**config.mk**
```make
export PLATFORM = sky130hd
export DESIGN_NAME = fetch_unit_flat
export DESIGN_NICKNAME = d
export VERILOG_FILES = /design/src/rtl/fetch_unit_pkg.sv /design/src/rtl/fetch_unit_if.sv /design/src/rtl/fetch_fifo.sv /design/src/rtl/fetch_unit_chk.sv /design/src/rtl/fetch_unit.sv /design/src/flat_wrapper.sv
export SDC_FILE = /design/constraint.sdc
export NUM_CORES = 1
export LEC_CHECK = 0
export CAP_MARGIN = 0
export CORE_MARGIN = 5
export CORE_UTILIZATION = 57
export CTS_CLUSTER_DIAMETER = 30
export DETAILED_ROUTE_END_ITERATION = 16
export PLACE_DENSITY = 0.9
export RECOVER_POWER = 25
export SYNTH_ARGS = -nofsm -noshare
export SYNTH_HDL_FRONTEND = slang
export SYNTH_SLANG_ARGS = --single-unit
```
**constraint.sdc**
```tcl
create_clock -name clk -period 21 [get_ports clk]
set_input_delay 5.25 -clock clk [delete_from_list [all_inputs] [get_ports clk]]
set_output_delay 5.25 -clock clk [all_outputs]
set_load 0.005 [all_outputs]
```
**src/rtl/fetch_unit_pkg.sv**
```systemverilog
// Shared constants for the instruction fetch unit.
// The FSM state encodings are kept as plain constants for compatibility with older code.
package fetch_unit_pkg;

   localparam int          XLEN      = 32;
   localparam logic [31:0] NOP_INSTR = 32'h0000_0013;
   localparam logic [31:0] PC_STEP   = 32'h0000_0004;

   typedef logic [1:0] state_t;

   localparam state_t ST_BOOT  = 2'd0;
   localparam state_t ST_RUN   = 2'd1;
   localparam state_t ST_DRAIN = 2'd2;

endpackage

```
**src/rtl/fetch_unit_if.sv**
```systemverilog
// Instruction memory request/response bus between the fetch unit (master) and
// the instruction memory (slave).
interface fetch_unit_if #(
   parameter int DATA_WIDTH = 32
);
   logic                  imem_req;
   logic [DATA_WIDTH-1:0] imem_addr;
   logic                  imem_gnt;
   logic                  imem_rvalid;
   logic [DATA_WIDTH-1:0] imem_rdata;

   modport master (
      output imem_req,
      output imem_addr,
      input  imem_gnt,
      input  imem_rvalid,
      input  imem_rdata
   );

   modport slave (
      input  imem_req,
      input  imem_addr,
      output imem_gnt,
      output imem_rvalid,
      output imem_rdata
   );
endinterface

```
**src/rtl/fetch_fifo.sv**
```systemverilog
// Small power-of-two FIFO holding fetched {pc, instruction} pairs; the head is
// visible combinationally and flush empties it in one cycle.
module fetch_fifo #(
   parameter int DEPTH = 2,
   parameter int WIDTH = 64
) (
   input  logic                       clk,
   input  logic                       rstn,
   input  logic                       push,
   input  logic                       pop,
   input  logic                       flush,
   input  logic [WIDTH-1:0]           din,
   output logic [WIDTH-1:0]           dout,
   output logic                       full,
   output logic                       empty,
   output logic [$clog2(DEPTH+1)-1:0] count
);
   localparam int AW = $clog2(DEPTH);
   localparam int CW = $clog2(DEPTH + 1);

   logic [WIDTH-1:0] mem_r [DEPTH];
   logic [AW-1:0]    wr_ptr_r;
   logic [AW-1:0]    rd_ptr_r;
   logic [CW-1:0]    count_r;
   logic             do_pop_s;
   logic             do_push_s;

   assign do_pop_s  = pop && !empty;
   assign do_push_s = push && (!full || do_pop_s);
   assign full      = (count_r == CW'(DEPTH));
   assign empty     = (count_r == {CW{1'b0}});
   assign count     = count_r;
   assign dout      = mem_r[rd_ptr_r];

   // Storage array, data only.
   always_ff @(posedge clk) begin
      if (do_push_s && !flush) begin
         mem_r[wr_ptr_r] <= din;
      end
   end

   // Pointers and occupancy.
   always_ff @(posedge clk or negedge rstn) begin
      if (!rstn) begin
         wr_ptr_r <= {AW{1'b0}};
         rd_ptr_r <= {AW{1'b0}};
         count_r  <= {CW{1'b0}};
      end else if (flush) begin
         wr_ptr_r <= {AW{1'b0}};
         rd_ptr_r <= {AW{1'b0}};
         count_r  <= {CW{1'b0}};
      end else begin
         if (do_push_s) begin
            wr_ptr_r <= wr_ptr_r + AW'(1);
         end
         if (do_pop_s) begin
            rd_ptr_r <= rd_ptr_r + AW'(1);
         end
         count_r <= count_r + CW'(do_push_s) - CW'(do_pop_s);
      end
   end

endmodule

```
**src/rtl/fetch_unit_chk.sv**
```systemverilog
// Run-time checks on the fetch unit's response bookkeeping.
module fetch_unit_chk (
   input logic clk,
   input logic rstn,
   input logic push,
   input logic pop,
   input logic full,
   input logic rsp_untracked
);

   // Buffer overflow and responses that match no issued request.
   always_ff @(posedge clk) begin
      if (rstn) begin
         a_no_push_full: assert (!(push && full && !pop))
            else $error("fetch_unit: response arrived with fetch buffer full");
         a_rsp_tracked: assert (!rsp_untracked)
            else $error("fetch_unit: response with nothing in flight");
      end
   end

endmodule

```
**src/rtl/fetch_unit.sv**
```systemverilog
// Instruction fetch front end: credit-based request issue, in-order response
// buffering and flush/drain handling ahead of the IF/ID register.
module fetch_unit
   import fetch_unit_pkg::*;
#(
   parameter int                    DATA_WIDTH = XLEN,
   parameter logic [DATA_WIDTH-1:0] RESET_PC   = 32'h0000_0000,
   parameter int                    FIFO_DEPTH = 2
) (
   input  logic                  clk,
   input  logic                  rstn,
   fetch_unit_if.master          imem,
   input  logic                  stall,
   input  logic                  flush,
   input  logic [DATA_WIDTH-1:0] redirect_pc,
   output logic                  if_valid,
   output logic [DATA_WIDTH-1:0] if_pc,
   output logic [DATA_WIDTH-1:0] if_instr,
   output logic                  if_en,
   output logic                  if_clr
);
   localparam int                    CW   = $clog2(FIFO_DEPTH + 1);
   localparam logic [DATA_WIDTH-1:0] STEP = DATA_WIDTH'(PC_STEP);

   state_t                  state_r, state_nxt_s;
   logic [DATA_WIDTH-1:0]   pc_r, pc_nxt_s;
   logic [DATA_WIDTH-1:0]   rsp_pc_r, rsp_pc_nxt_s;
   logic [DATA_WIDTH-1:0]   target_s;
   logic [CW-1:0]           outstanding_r, outstanding_nxt_s;
   logic [CW-1:0]           drop_r, drop_nxt_s;
   logic [CW-1:0]           fifo_count_s;
   logic [CW:0]             credit_s;
   logic [CW:0]             flush_drop_s;
   logic                    fire_s, take_s, discard_s, push_s, pop_s;
   logic                    fifo_full_s, fifo_empty_s;
   logic [2*DATA_WIDTH-1:0] head_s;
   logic                    unused_s;

   assign target_s = {redirect_pc[DATA_WIDTH-1:2], 2'b00};
   assign unused_s = ^redirect_pc[1:0];

   assign if_valid = !fifo_empty_s;
   assign if_pc    = if_valid ? head_s[2*DATA_WIDTH-1:DATA_WIDTH] : {DATA_WIDTH{1'b0}};
   assign if_instr = if_valid ? head_s[DATA_WIDTH-1:0] : DATA_WIDTH'(NOP_INSTR);
   assign if_en    = !stall;
   assign if_clr   = flush | !if_valid;
   assign pop_s    = if_valid & !stall;

   // A same-cycle pop frees its slot, so a 1-cycle memory can sustain one fetch per cycle.
   assign credit_s       = {1'b0, outstanding_r} + {1'b0, fifo_count_s} - {{CW{1'b0}}, pop_s};
   assign imem.imem_req  = (state_r == ST_RUN) && !flush && (credit_s < (CW+1)'(FIFO_DEPTH));
   assign imem.imem_addr = pc_r;

   assign fire_s    = imem.imem_req & imem.imem_gnt;
   assign take_s    = imem.imem_rvalid && (drop_r == {CW{1'b0}});
   assign discard_s = imem.imem_rvalid && (drop_r != {CW{1'b0}});
   assign push_s    = take_s && !flush;

   // Everything still in flight after a flush cycle must be discarded.
   assign flush_drop_s = {1'b0, drop_r} + {1'b0, outstanding_r}
                       + {{CW{1'b0}}, fire_s} - {{CW{1'b0}}, imem.imem_rvalid};

   // Next-state logic for the FSM, PCs and in-flight counters.
   always_comb begin
      state_nxt_s       = state_r;
      pc_nxt_s          = pc_r;
      rsp_pc_nxt_s      = rsp_pc_r;
      outstanding_nxt_s = outstanding_r;
      drop_nxt_s        = drop_r;
      if (flush) begin
         pc_nxt_s          = target_s;
         rsp_pc_nxt_s      = target_s;
         outstanding_nxt_s = {CW{1'b0}};
         drop_nxt_s        = flush_drop_s[CW-1:0];
         if (flush_drop_s != {(CW+1){1'b0}}) begin
            state_nxt_s = ST_DRAIN;
         end else begin
            state_nxt_s = ST_RUN;
         end
      end else begin
         if (fire_s) begin
            pc_nxt_s = pc_r + STEP;
         end else begin
            pc_nxt_s = pc_r;
         end
         if (take_s) begin
            rsp_pc_nxt_s = rsp_pc_r + STEP;
         end else begin
            rsp_pc_nxt_s = rsp_pc_r;
         end
         outstanding_nxt_s = outstanding_r + CW'(fire_s) - CW'(take_s);
         drop_nxt_s        = drop_r - CW'(discard_s);
         case (state_r)
            ST_BOOT:  state_nxt_s = ST_RUN;
            ST_RUN:   state_nxt_s = ST_RUN;
            ST_DRAIN: begin
               if (discard_s && (drop_r == CW'(1))) begin
                  state_nxt_s = ST_RUN;
               end else begin
                  state_nxt_s = ST_DRAIN;
               end
            end
            default:  state_nxt_s = ST_BOOT;
         endcase
      end
   end

   // FSM, PC and counter registers.
   always_ff @(posedge clk or negedge rstn) begin
      if (!rstn) begin
         state_r       <= ST_BOOT;
         pc_r          <= RESET_PC;
         rsp_pc_r      <= RESET_PC;
         outstanding_r <= {CW{1'b0}};
         drop_r        <= {CW{1'b0}};
      end else begin
         state_r       <= state_nxt_s;
         pc_r          <= pc_nxt_s;
         rsp_pc_r      <= rsp_pc_nxt_s;
         outstanding_r <= outstanding_nxt_s;
         drop_r        <= drop_nxt_s;
      end
   end

   fetch_fifo #(
      .DEPTH (FIFO_DEPTH),
      .WIDTH (2*DATA_WIDTH)
   ) u_fifo (
      .clk   (clk),
      .rstn  (rstn),
      .push  (push_s),
      .pop   (pop_s),
      .flush (flush),
      .din   ({rsp_pc_r, imem.imem_rdata}),
      .dout  (head_s),
      .full  (fifo_full_s),
      .empty (fifo_empty_s),
      .count (fifo_count_s)
   );

   fetch_unit_chk u_chk (
      .clk           (clk),
      .rstn          (rstn),
      .push          (push_s),
      .pop           (pop_s),
      .full          (fifo_full_s),
      .rsp_untracked (imem.imem_rvalid && (outstanding_r == {CW{1'b0}}) && (drop_r == {CW{1'b0}}))
   );

endmodule

```
**src/flat_wrapper.sv**
```systemverilog
// flat-port wrapper written by rule: the top's interface ports become plain ports
module fetch_unit_flat import fetch_unit_pkg::*;
#(
   parameter int                    DATA_WIDTH = XLEN,
   parameter logic [DATA_WIDTH-1:0] RESET_PC   = 32'h0000_0000,
   parameter int                    FIFO_DEPTH = 2
)
  (clk, rstn, stall, flush, redirect_pc, if_valid, if_pc, if_instr, if_en, if_clr, imem_imem_req, imem_imem_addr, imem_imem_gnt, imem_imem_rvalid, imem_imem_rdata);
  fetch_unit_if #(.DATA_WIDTH(DATA_WIDTH)) imem_i ();
  input  logic clk;
  input  logic rstn;
  input  logic stall;
  input  logic flush;
  input  logic [DATA_WIDTH-1:0] redirect_pc;
  output logic if_valid;
  output logic [DATA_WIDTH-1:0] if_pc;
  output logic [DATA_WIDTH-1:0] if_instr;
  output logic if_en;
  output logic if_clr;
  output wire logic [$bits(imem_i.imem_req)-1:0] imem_imem_req;
  output wire logic [$bits(imem_i.imem_addr)-1:0] imem_imem_addr;
  input wire logic [$bits(imem_i.imem_gnt)-1:0] imem_imem_gnt;
  input wire logic [$bits(imem_i.imem_rvalid)-1:0] imem_imem_rvalid;
  input wire logic [$bits(imem_i.imem_rdata)-1:0] imem_imem_rdata;
  assign imem_imem_req = imem_i.imem_req;
  assign imem_imem_addr = imem_i.imem_addr;
  assign imem_i.imem_gnt = imem_imem_gnt;
  assign imem_i.imem_rvalid = imem_imem_rvalid;
  assign imem_i.imem_rdata = imem_imem_rdata;
  fetch_unit #(.DATA_WIDTH(DATA_WIDTH), .RESET_PC(RESET_PC), .FIFO_DEPTH(FIFO_DEPTH)) u_core (.clk(clk), .rstn(rstn), .imem(imem_i), .stall(stall), .flush(flush), .redirect_pc(redirect_pc), .if_valid(if_valid), .if_pc(if_pc), .if_instr(if_instr), .if_en(if_en), .if_clr(if_clr));
endmodule
```
# ---- Word-level counts from Yosys, hierarchy flattened
# Memories as Yosys holds them, arrays and structs flattened.
# Index checks and enable logic that the tools add are counted.
dict set report classes {
  n_addsub 14
  order_cmp 1
  eq_ne 4
  muxes 19
  bitwise_logic 3
  reduce_logical 24
}
# cell count
set op_table {}
lappend op_table {{$mux W32} 6}
lappend op_table {{$add A32 B3 Y32 const B} 2}
lappend op_table {{$mux W2} 6}
lappend op_table {{$reduce_bool A2 Y1} 5}
lappend op_table {{$logic_and A1 B1 Y1} 9}
lappend op_table {{$add A2 B2 Y3} 2}
lappend op_table {{$logic_not A2 Y1} 3}
lappend op_table {{$mux W1} 6}
lappend op_table {{$sub A2 B1 Y2} 3}
lappend op_table {{$sub A3 B1 Y3} 2}
lappend op_table {{$add A2 B1 Y2} 2}
lappend op_table {{$eq A2 B1 Y1 const B} 2}
lappend op_table {{$eq A2 B2 Y1 const B} 2}
lappend op_table {{$logic_not A1 Y1} 4}
lappend op_table {{$pmux W2 S2} 1}
lappend op_table {{$add A3 B1 Y3} 1}
lappend op_table {{$lt A3 B2 Y1 const B} 1}
lappend op_table {{$reduce_bool A3 Y1} 1}
lappend op_table {{$add A1 B1 Y1 const B} 2}
lappend op_table {{$and A1 B1 Y1} 2}
lappend op_table {{$reduce_or A2 Y1} 1}
lappend op_table {{$logic_or A1 B1 Y1} 1}
lappend op_table {{$or A1 B1 Y1} 1}
dict set report word_totals {
  register_bits 74
  ram_bits 128
  input_bits 70
  output_inout_bits 100
  elab_cells 74
  mem_count 1
}
# name words width read_ports rd_clocked_by_memory_dff wr line_no
set memory_table {}
lappend memory_table {u_core.u_fifo.mem_r 2 64 1 0 1 fetch_fifo.sv:21} ;# logic [WIDTH-1:0] mem_r [DEPTH];

# ---- Logic depth before layout (Yosys ltp)
dict set report logic_depth {
  word_depth 12
  mapped_depth 14
  ltp_nobuf 13
}

# ---- Hierarchy
# A second synthesis with hierarchy kept.
dict set report hier_totals {
  cells_unflattened 692
  hier_area_um2 9212.6
}
# mod n_inst cells_per_inst area_per_inst_um2 seq_area_each_um2
set modules_own_cells {}
lappend modules_own_cells {fetch_fifo 1 228 4883.4 3943.8}
lappend modules_own_cells {fetch_unit 1 464 4329.2 1651.6}

# ---- Least setup slack after synthesis
# No wires, ideal clock.
dict set report synth_timing {
  path_kind {input-to-reg}
  from {input flush}
  to {memory u_core.u_fifo.mem_r[1][0], enable pin}
  arrival_time_ns 12.339
  setup_slack_ns 8.004
  stages 4
  path_cell_list {clkbuf_1 -> clkbuf_1 -> clkbuf_1 -> nor4b_1}
}
dict set report synth_between {
  elab_chain_cells 6
}
# item line_no
set synth_lines {}
lappend synth_lines {{start, declared} flat_wrapper.sv:13} ;# input logic flush;
lappend synth_lines {{$logic_not A1 Y1 (*)} {fetch_fifo.sv:37, fetch_unit.sv:57}}
lappend synth_lines {{$logic_and A1 B1 Y1} fetch_unit.sv:57} ;# assign push_s = take_s && !flush;
lappend synth_lines {{$logic_and A1 B1 Y1} fetch_fifo.sv:29} ;# assign do_push_s = push && (!full || do_pop_s);
lappend synth_lines {{$logic_and A1 B1 Y1 (*)} fetch_fifo.sv:37} ;# if (do_push_s && !flush) begin
lappend synth_lines {{$mux W1 (*)} fetch_fifo.sv:37}
lappend synth_lines {{$mux W1 (not written as such) (*)} fetch_fifo.sv:38} ;# mem_r[wr_ptr_r] <= din;
lappend synth_lines {{end, declared} fetch_fifo.sv:21}
# Every way passes the cells marked *; elsewhere a longest branch is shown, timed or not.

# ---- Worst setup path in the final report
dict set report layout_timing {
  from {input stall}
  to {output imem_imem_req}
}
dict set report layout_between {
  elab_chain_cells 5
}
# item line_no
set layout_lines {}
lappend layout_lines {{start, declared} flat_wrapper.sv:12} ;# input logic stall;
lappend layout_lines {{$logic_not A1 Y1} fetch_unit.sv:47} ;# assign pop_s = if_valid & !stall;
lappend layout_lines {{$and A1 B1 Y1} fetch_unit.sv:47}
lappend layout_lines {{$sub A3 B1 Y3} fetch_unit.sv:50} ;# assign credit_s = {1'b0, outstanding_r} + {1'b0, fifo_count_s} - {{CW{1'b0}}, pop_s};
lappend layout_lines {{$lt A3 B2 Y1} fetch_unit.sv:51} ;# assign imem.imem_req = (state_r == ST_RUN) && !flush && (credit_s < (CW+1)'(FIFO_DEPTH));
lappend layout_lines {{$logic_and A1 B1 Y1} fetch_unit.sv:51}
lappend layout_lines {{end, declared} flat_wrapper.sv:20} ;# output wire logic [$bits(imem_i.imem_req)-1:0] imem_imem_req;
# Every way passes these cells.

==> metrics.txt <==
Vias=6885; pwr/cell area=104 nW/µm²; Ys Warns=0; die width=136 µm; Final WS setup=7.43 ns; Reg2Reg Capture Point=u_core.state_r[1]$_DFF_PN0_; hold_ws=0.513 ns; drt first pass iters=6; CTS tree=done; Logic pwr share=32.5%; ys flop type=edfxtp_1; Overflow after GRT=0; WS Path Type=input pin to primary output; Seq pwr share=43.0%; cell row count=46; CP Launch Point=stall; core box area=15800 µm²; largest net degree at the start of global routing=73; Fin. Hold Viols=0; Syn Area/Cell=11.8 µm²; Lkg Pwr=3.96 nW; nets=1003; async set or reset register ratio after synthesis=36.1%; crit-path cells=clkdlybuf4s50_1 -> nor2_1 -> ha_1 -> nand2b_1 -> fa_1 -> xor2_1 -> nand2_1 -> nor4_1 -> clkdlybuf4s50_1; CTS root buf=clkbuf_16; Die ar.=18600 µm²; Area Growth Syn to Fin=25.7%; antenna-violating nets left=0; clock power share=24.5%; R2R Setup Slk=17.11 ns; CTS H-tree lvls=4; Post-synth EDFFs=124; Synth Cell Area=9120 µm²; CTS Hold Bufs=0; Final Skew=0.0108 ns; initial DRC count=793; Synth top area share=40.8%; postcts setup bufs=0; CP required=15.75 ns; Final setup viols=0; worst hold path class=flip-flop to flip-flop; critical path's largest stage delay=0.56 ns; CP max FO=8; Final Max Tran Viols=0; clk buf depth=2; FF-to-FF Start=u_core.u_fifo.count[0]$_DFF_PN0_; Vias/cell=5.99; final worst-path cycle share=64.6%; Yosys cell types=51; Seq cells post-synth=194; Worst-Margin Slew=1.22 ns; most used cell along the critical path=clkdlybuf4s50_1; final core occ=72.7%; vias in the first global route=6611; detailed placer's ending HPWL=14100 µm; GR Util All Layers=23.2%; Hold Crit Depth=0; peak supply drop=78.6 µV; Endpoint, Worst Hold=u_core.u_fifo.mem_r[0][40]$_DFFE_PP_; CTS clk-pin slew, worst paths=0.07 ns; clock sinks=194; wire length of the first global-routing pass=33700 µm; Yosys top cell by area=edfxtp_1; synthesized instance count=771; antenna violations before repair=1; pre-CTS WS=7.46 ns; Worst setup SP type=input pin; hold_sp=u_core.rsp_pc_r[8]$_DFFE_PN0N_; # IOs=170; Worst Path Arrival=8.32 ns; slowest CP cell=clkdlybuf4s50_1; # resized after CTS=0; share of cells above drive strength 1=6.22%; Sw Share=31.1%; wire length per cell=18.1 µm; Setup crit end kind=primary output; fin cells=1150; Seq/Total Area, Yosys=60.0%; status=completed; Port Buffers=163; setup_tns=0 ns; dpl cells=1117; Initial Util=57.8%; routability cong.=0.885; CTS buffer count=17; RSZ-0062 raised after global routing=false; DRC Markers=0; max_slew headroom=18.2%; chip height=136 µm; Int Pwr=823 µW; Switching Power=372 µW; fin crit period=13.57 ns; max frequency=73.7 MHz; Skew-Pair Late Insertion Delay=0.43 ns; MaxCap Viol Count=0; R2R cell count=13; Area contributors post-synth=edfxtp_1, dfrtp_1, mux2i_1; drt total wl=20800 µm
-- worst max-delay path by stage --
stage / to / slack (ns) / cells after the start
6_report: imem_imem_req / 7.43 / 9
3_5_place_dp: imem_imem_req / 7.46 / 9
3_3_place_gp: imem_imem_req / 7.53 / 9
4_1_cts: imem_imem_req / 7.45 / 9
5_1_grt: imem_imem_req / 7.27 / 9
2_1_floorplan: u_core.u_fifo.mem_r[1][0]$_DFFE_PP_ / 8.00 / 4
-- final cells by class --
class | count | area [µm²]
repair buffers | 171 | 1680
fillers | 1103 | 4310
multi-input cells | 515 | 3410
diodes | 1 | 2.50
well taps | 216 | 270
clock buffers | 23 | 479
flip-flops and latches | 194 | 5480
clock inverters | 9 | 56.3
inverters | 21 | 78.8
-- cell usage in the layout (no fill, tap or decap), types with 10 or more instances in the layout --
| master | instances |
|---|---|
| nor2b_1 | 10 |
| nand2_1 | 34 |
| clkdlybuf4s50_1 | 130 |
| o31ai_1 | 12 |
| o21ai_0 | 13 |
| nand3_1 | 26 |
| or4_1 | 15 |
| ha_1 | 10 |
| mux2_2 | 10 |
| a211oi_1 | 16 |
| mux2i_1 | 63 |
| and4_1 | 12 |
| nor2_1 | 104 |
| nor4_1 | 21 |
| nand4_1 | 26 |
| inv_1 | 20 |
| xnor2_1 | 18 |
| edfxtp_1 | 124 |
| dlygate4sd3_1 | 31 |
| a21oi_1 | 12 |
| nor3_1 | 21 |
| a31oi_1 | 18 |
| clkbuf_16 | 18 |
| dfrtp_1 | 69 |
-- through the flow --
stage / total power [mW] / cell area [µm²]
floorplan: 0.719 / 9130
global placement: 0.897 / 10900
detailed placement: 0.913 / 10900
CTS: 1.21 / 11500
global route: 1.26 / 11500
finish: 1.19 / 11500
-- power groups by stage --
| stage | Sequential [mW] | Combinational [mW] | Clock (mW) |
|---|---|---|---|
| 3_5_place_dp | 0.520 | 0.393 | 0 |
| 2_1_floorplan | 0.492 | 0.228 | 0 |
| 4_1_cts | 0.513 | 0.395 | 0.299 |
| 5_1_grt | 0.521 | 0.429 | 0.314 |
| 6_report | 0.513 | 0.388 | 0.293 |
| 3_3_place_gp | 0.518 | 0.380 | 0 |
-- metal layers --
metal / GRT usage, % / share of wire [%]
met5: 0 / 0
met4: 8.06 / 1.8
met1: 32.1 / 41
met3: 5.37 / 8.9
met2: 36.3 / 48
-- worst max-delay path, delay by kind of cell --
| kind | cells | cell delay [ns] |
|---|---|---|
| xor+xnor | 1 | 0.50 |
| simple gates | 4 | 0.82 |
| buf+inv | 2 | 1.04 |
| fa+ha+maj | 2 | 0.73 |
-- kinds of logic after synthesis --
group	synth area share [%]
adder cells (fa/ha/maj)	2.03
other	0.0411
XOR/XNOR	2.40
multiplexers	8.15
buffers and inverters	2.85
AND/OR/NAND/NOR	17.2
flip-flops	60.0
AO/OA/AOI/OAI	7.23
-- cells in the mapped netlist, drive strengths merged, types with 4 or more instances --
cell type / instances
a211oi: 16
a21oi: 12
a311oi: 6
a31oi: 18
and3: 8
and4: 12
buf: 15
clkbuf: 29
dfrtp: 70
edfxtp: 124
ha: 10
inv: 21
mux2: 10
mux2i: 63
nand2: 34
nand2b: 6
nand3: 26
nand4: 26
nor2: 105
nor2b: 10
nor3: 21
nor4: 22
o21ai: 13
o311a: 6
o31ai: 12
or2: 4
or3: 6
or4: 15
xnor2: 18
xor2: 7
-- state kept, by name, summed over array words and instances (netlist names) --
name	count
u_core.u_fifo.mem_r	124
u_core.imem.imem_addr	30
u_core.rsp_pc_r	30
u_core.drop_r	2
u_core.outstanding_r	2
u_core.state_r	2
u_core.u_fifo.count	2
u_core.u_fifo.rd_ptr_r	1
u_core.u_fifo.wr_ptr_r	1
No activity file was read; power rests on OpenSTA's default activity.
==> patch 1, RTL diff (config.mk and constraints unchanged) <==
`FIFO_DEPTH` is set to 2 in 2 places; all go to 4.
--- a/src/rtl/fetch_unit.sv
+++ b/src/rtl/fetch_unit.sv
@@ -5,7 +5,7 @@
 #(
    parameter int                    DATA_WIDTH = XLEN,
    parameter logic [DATA_WIDTH-1:0] RESET_PC   = 32'h0000_0000,
-   parameter int                    FIFO_DEPTH = 2
+   parameter int                    FIFO_DEPTH = 4
 ) (
    input  logic                  clk,
    input  logic                  rstn,
--- a/src/flat_wrapper.sv
+++ b/src/flat_wrapper.sv
@@ -3,7 +3,7 @@
 #(
    parameter int                    DATA_WIDTH = XLEN,
    parameter logic [DATA_WIDTH-1:0] RESET_PC   = 32'h0000_0000,
-   parameter int                    FIFO_DEPTH = 2
+   parameter int                    FIFO_DEPTH = 4
 )
   (clk, rstn, stall, flush, redirect_pc, if_valid, if_pc, if_instr, if_en, if_clr, imem_imem_req, imem_imem_addr, imem_imem_gnt, imem_imem_rvalid, imem_imem_rdata);
   fetch_unit_if #(.DATA_WIDTH(DATA_WIDTH)) imem_i ();
Check against the original RTL: not equivalent (a bounded check fails within 4 cycles, from zero or initial values and one cycle with rstn low).
==> patch 1 against the original RTL <==
  * Synthesized area up 54%
  * Cell count up 22%
  * Sequential cell count up 129
  * Critical path depth unchanged
  * Largest power group is now clock
  * Count of clock-buffer cells in the layout up 37
  * Wire length up 45%
  * Clock skew up 9.1 ps
  * Worst setup slack better by 610 ps
  * Design area up 55%
  * Total power up 85%
  * Highest routed layer unchanged
==> patch 1: results (changes against the original RTL) <==
Placement
  • Placed insts: 1305 (+17%)
  • Gpl congestion: 0.8525 (-3.7%)
  • Hpwl dp: 17370 µm (+23%)
  • Pre-CTS WS: 7991 ps (+530.8 ps)

CTS
  • CTS H-tree depth: 2 (-2)
  • CTS max path bufs: 3 (+1)
  • Cts bufs inserted: 53 (+36)

Routing
  • Vias per cell: 5.833 (-2.6%)
  • Post-Route M1 WL: 12290 µm (+45%)
  • Drt wl/cell: 21.50 µm (+19%)
  • 1st-iter DRT viols: 657 (-17%)
  • Metal2 WL: 14910 µm (+48%)
  • Met3 wire len: 2269 µm (+22%)
  • Vias post-DR: 8189 (+19%)

Timing
  • Max_slew headroom: 33.05% (+15 points)

GRT
  • First-pass GRT wire length: 48180 µm (+43%)
  • Vias in the first global route: 8625 (+30%)
  • GRT Overall Usage: 21.71% (-1.5 points)
  • Largest net degree at the start of global routing: 76 (+4.1%)

Logic synthesis
  • Async set-reset flop share out of synthesis: 23.22% (-13 points)
  • EDFF count, synth: 248 (+100%)
  • Post-synth cell types: 52 (+2.0%)
  • Gate count after technology mapping: 847 (+9.9%)

Status
  • Status: completed

Setup path
  • Worst Path Max Fanout: 4 (-4)
  • CP Data Arrival Time: 7720 ps (-600 ps)

Cells and area
  • Diodes inserted: 0 (-1)
  • Layout cells sized above 1: 20.28% (+14 points)

Pwr
  • Leakage: 6.182 nW (+56%)
==> patch 1: changes by cell type after synthesis, moves of 28 or more <==
| cell | unedited run | this run |
|---|---|---|
| edfxtp_1 | 124 | 248 |
| mux2_2 | 10 | 38 |
| mux2i_1 | 63 | 4 |
| mux4_2 | 0 | 62 |
| nor2_1 | 105 | 21 |
| nor2b_1 | 10 | 62 |
==> patch 1: where the power goes <==
part	switching (mW)	internal, mW	total [mW]
logic	0.237	0.315	0.552
clock network	0.312	0.551	0.863
registers	0.0608	0.735	0.795
==> patch 1: per-stage QoR <==
step                area, µm²  hold WS (ps)
floorplan               14030         485.7
global placement        15960         511.2
detailed placement      15960         542.3
CTS                     17770         541.9
global route            17770         575.1
finish                  17770         558.2
==> patch 1: final cells by class <==
class | instances | area [µm²]
clock buffers | 60 | 1405
clock inverters | 39 | 409.1
fillers | 1452 | 6477
inverters | 29 | 108.9
multi-input cells | 455 | 4404
flip-flops and latches | 323 | 9329
well taps | 324 | 405.4
repair buffers | 174 | 1709
==> patch 1: worst paths after layout <==
kind	cells past startpoint	slack [ps]	start	to
min in group asynchronous	2	4940	rstn	u_core.drop_r[1]$_DFF_PN0_
max reg2reg	15	15700	u_core.u_fifo.count[1]$_DFF_PN0_	u_core.state_r[1]$_DFF_PN0_
min reg2reg	0	560	u_core.rsp_pc_r[15]$_DFFE_PN0N_	u_core.u_fifo.mem_r[0][47]$_DFFE_PP_
min	0	560	u_core.rsp_pc_r[15]$_DFFE_PN0N_	u_core.u_fifo.mem_r[0][47]$_DFFE_PP_
max in group asynchronous	2	15330	rstn	u_core.u_fifo.rd_ptr_r[0]$_DFFE_PN0P_
max	9	8030	stall	imem_imem_req
==> patch 1: cell families after synthesis <==
logic type / Yosys count / synth area share (%)
flip-flops: 323 / 66.53
buffers and inverters: 72 / 2.196
other: 1 / 0.02676
AND/OR/NAND/NOR: 196 / 8.249
AO/OA/AOI/OAI: 65 / 3.437
adder cells (fa/ha/maj): 25 / 2.446
multiplexers: 104 / 13.30
XOR/XNOR: 61 / 3.812
==> patch 1: worst max-delay path: stages <==
cell             delay, ps
clkdlybuf4s50_1        480
nor2_1                 290
ha_1                   200
inv_1                   40
ha_1                   250
and3b_1                210
o41ai_1                230
and4_1                 250
clkdlybuf4s50_1        510
==> patch 1: per-layer routing <==
layer / track usage (%) / vias to the layer above
met4: 6.297 / 0
met1: 30.02 / 4091
met3: 4.930 / 60
met2: 35.24 / 392
li1: - / 3646
met5: 0 / -
==> patch 2, RTL diff (same flow settings) <==
Made on the original files. Reset style: synchronous (`rstn`), changed in 2 clocked blocks.
--- a/src/rtl/fetch_fifo.sv
+++ b/src/rtl/fetch_fifo.sv
@@ -40,7 +40,7 @@
    end
 
    // Pointers and occupancy.
-   always_ff @(posedge clk or negedge rstn) begin
+   always_ff @(posedge clk) begin
       if (!rstn) begin
          wr_ptr_r <= {AW{1'b0}};
          rd_ptr_r <= {AW{1'b0}};
--- a/src/rtl/fetch_unit.sv
+++ b/src/rtl/fetch_unit.sv
@@ -106,7 +106,7 @@
    end
 
    // FSM, PC and counter registers.
-   always_ff @(posedge clk or negedge rstn) begin
+   always_ff @(posedge clk) begin
       if (!rstn) begin
          state_r       <= ST_BOOT;
          pc_r          <= RESET_PC;
Check against the original RTL: differs if rstn is asserted again (counterexample within 4 cycles, from zero or initial values and one cycle with rstn low); with rstn held inactive, the same outputs for 4 cycles.
==> patch 2 against the original RTL <==
  * Via count shrank 6.9%
  * Wire length shrank 8.4%
  * Global-route usage shrank 1.6 points
  * Count of clock-buffer cells in the layout grew 1
  * Worst setup slack gained 380 ps
  * Synthesized area shrank 5.1%
  * Sequential cell count grew 1
  * Design area shrank 4.1%
Power is not compared: it rests on default switching activity, and its combinational part moved more than twofold at a synthesized area within 25%.
==> patch 2: results (changes against the original RTL) <==
Cells and area
  • Layout cells sized above 1: 5.466% (-0.75 points)
  • Final clock-cell share: 5.178% (+0.51 points)
  • Multi-input gate count: 506 (-1.7%)
  • Inverters: 30 (+43%)
  • Diodes inserted: 0 (-1)
  • Signal buf overhead: 15.32% (+0.65 points)
  • Layout fillers: 1024 (-7.2%)
  • Number of non-clock buffers: 170 (-0.58%)
  • Seq. cell area: 0.005149 mm² (-6.0%)
  • CLK BUF: 24 (+4.3%)
  • Seq_cells: 195 (+0.52%)
  • Area of the multi-input gates: 0.003244 mm² (-5.0%)

GRT
  • Vias in the first global route: 6241 (-5.6%)
  • Routing usage on met3: 4.607% (-0.76 points)
  • First-pass GRT wire length: 31040 µm (-7.9%)
  • GRT Overall Usage: 21.60% (-1.6 points)
  • Met1 global-route usage: 31.13% (-1.0 points)
  • Largest net degree at the start of global routing: 77 (+5.5%)
  • Met2 Use GR: 32.82% (-3.5 points)

Routing
  • Metal2 WL: 8695 µm (-14%)
  • Drt wl/cell: 16.99 µm (-6.0%)
  • Post-Route M1 WL: 8546 µm (+0.67%)
  • Vias post-DR: 6411 (-6.9%)
  • 1st-iter DRT viols: 473 (-40%)

Status
  • Status: completed

Setup path
  • RR Startpoint: u_core.u_fifo.count[0]$_SDFF_PP0_
  • Worst Path Max Fanout: 3 (-5)
  • CP Data Arrival Time: 7940 ps (-380 ps)
  • RR Endpoint: u_core.state_r[0]$_SDFF_PN0_
  • FF-to-FF setup slack: 15930 ps (-1180 ps)
  • CP max stage delay: 530 ps (-30 ps)
  • R2R depth: 15 (+2)

Placement
  • Hpwl dp: 12920 µm (-8.4%)
  • Area post-placement: 0.01043 mm² (-4.6%)
  • Gpl congestion: 0.8690 (-1.8%)

Timing
  • Worst Clk Skew: 11.71 ps (+0.9515 ps)
  • Slew @ Worst Pin: 1085 ps (-130.6 ps)

Min path
  • HP Class: flip-flop to flip-flop
  • Worst hold path startpoint: u_core.rsp_pc_r[21]$_SDFFE_PN0P_

Logic synthesis
  • EDFF count, synth: 124 (unchanged)
  • Syn Area/Cell: 11.24 µm² (-5.0%)
  • Post-synth cell types: 50 (-2.0%)
  • Async set-reset flop share out of synthesis: 0% (-36 points)
  • Post-synthesis sequential area ratio: 59.46% (-0.58 points)
patch 2: cells by family after synthesis:
| logic type | count (synthesis) | synth area share, % |
|---|---|---|
| other cells | 1 | 0.04334 |
| buf+inv | 72 | 3.355 |
| fa+ha+maj | 14 | 2.285 |
| mux | 67 | 7.780 |
| flops | 195 | 59.46 |
| xor+xnor | 42 | 4.252 |
| compound gates | 115 | 7.693 |
| simple gates | 264 | 15.13 |
patch 2: per-stage QoR:
step | power [mW] | hold WS [ps] | setup slack (ps) | util (%) | instances
2_1_floorplan | 0.4968 | 442.3 | 9027 | - | 773
3_3_place_gp | 0.5390 | 478.2 | 7844 | 69.35 | 1089
3_5_place_dp | 0.5434 | 490.4 | 7848 | 69.35 | 1089
4_1_cts | 0.8486 | 503.5 | 7826 | 73.13 | 1121
5_1_grt | 0.8750 | 524.8 | 7725 | 73.13 | 1121
6_report | 0.8425 | 506.0 | 7809 | 73.13 | 1121
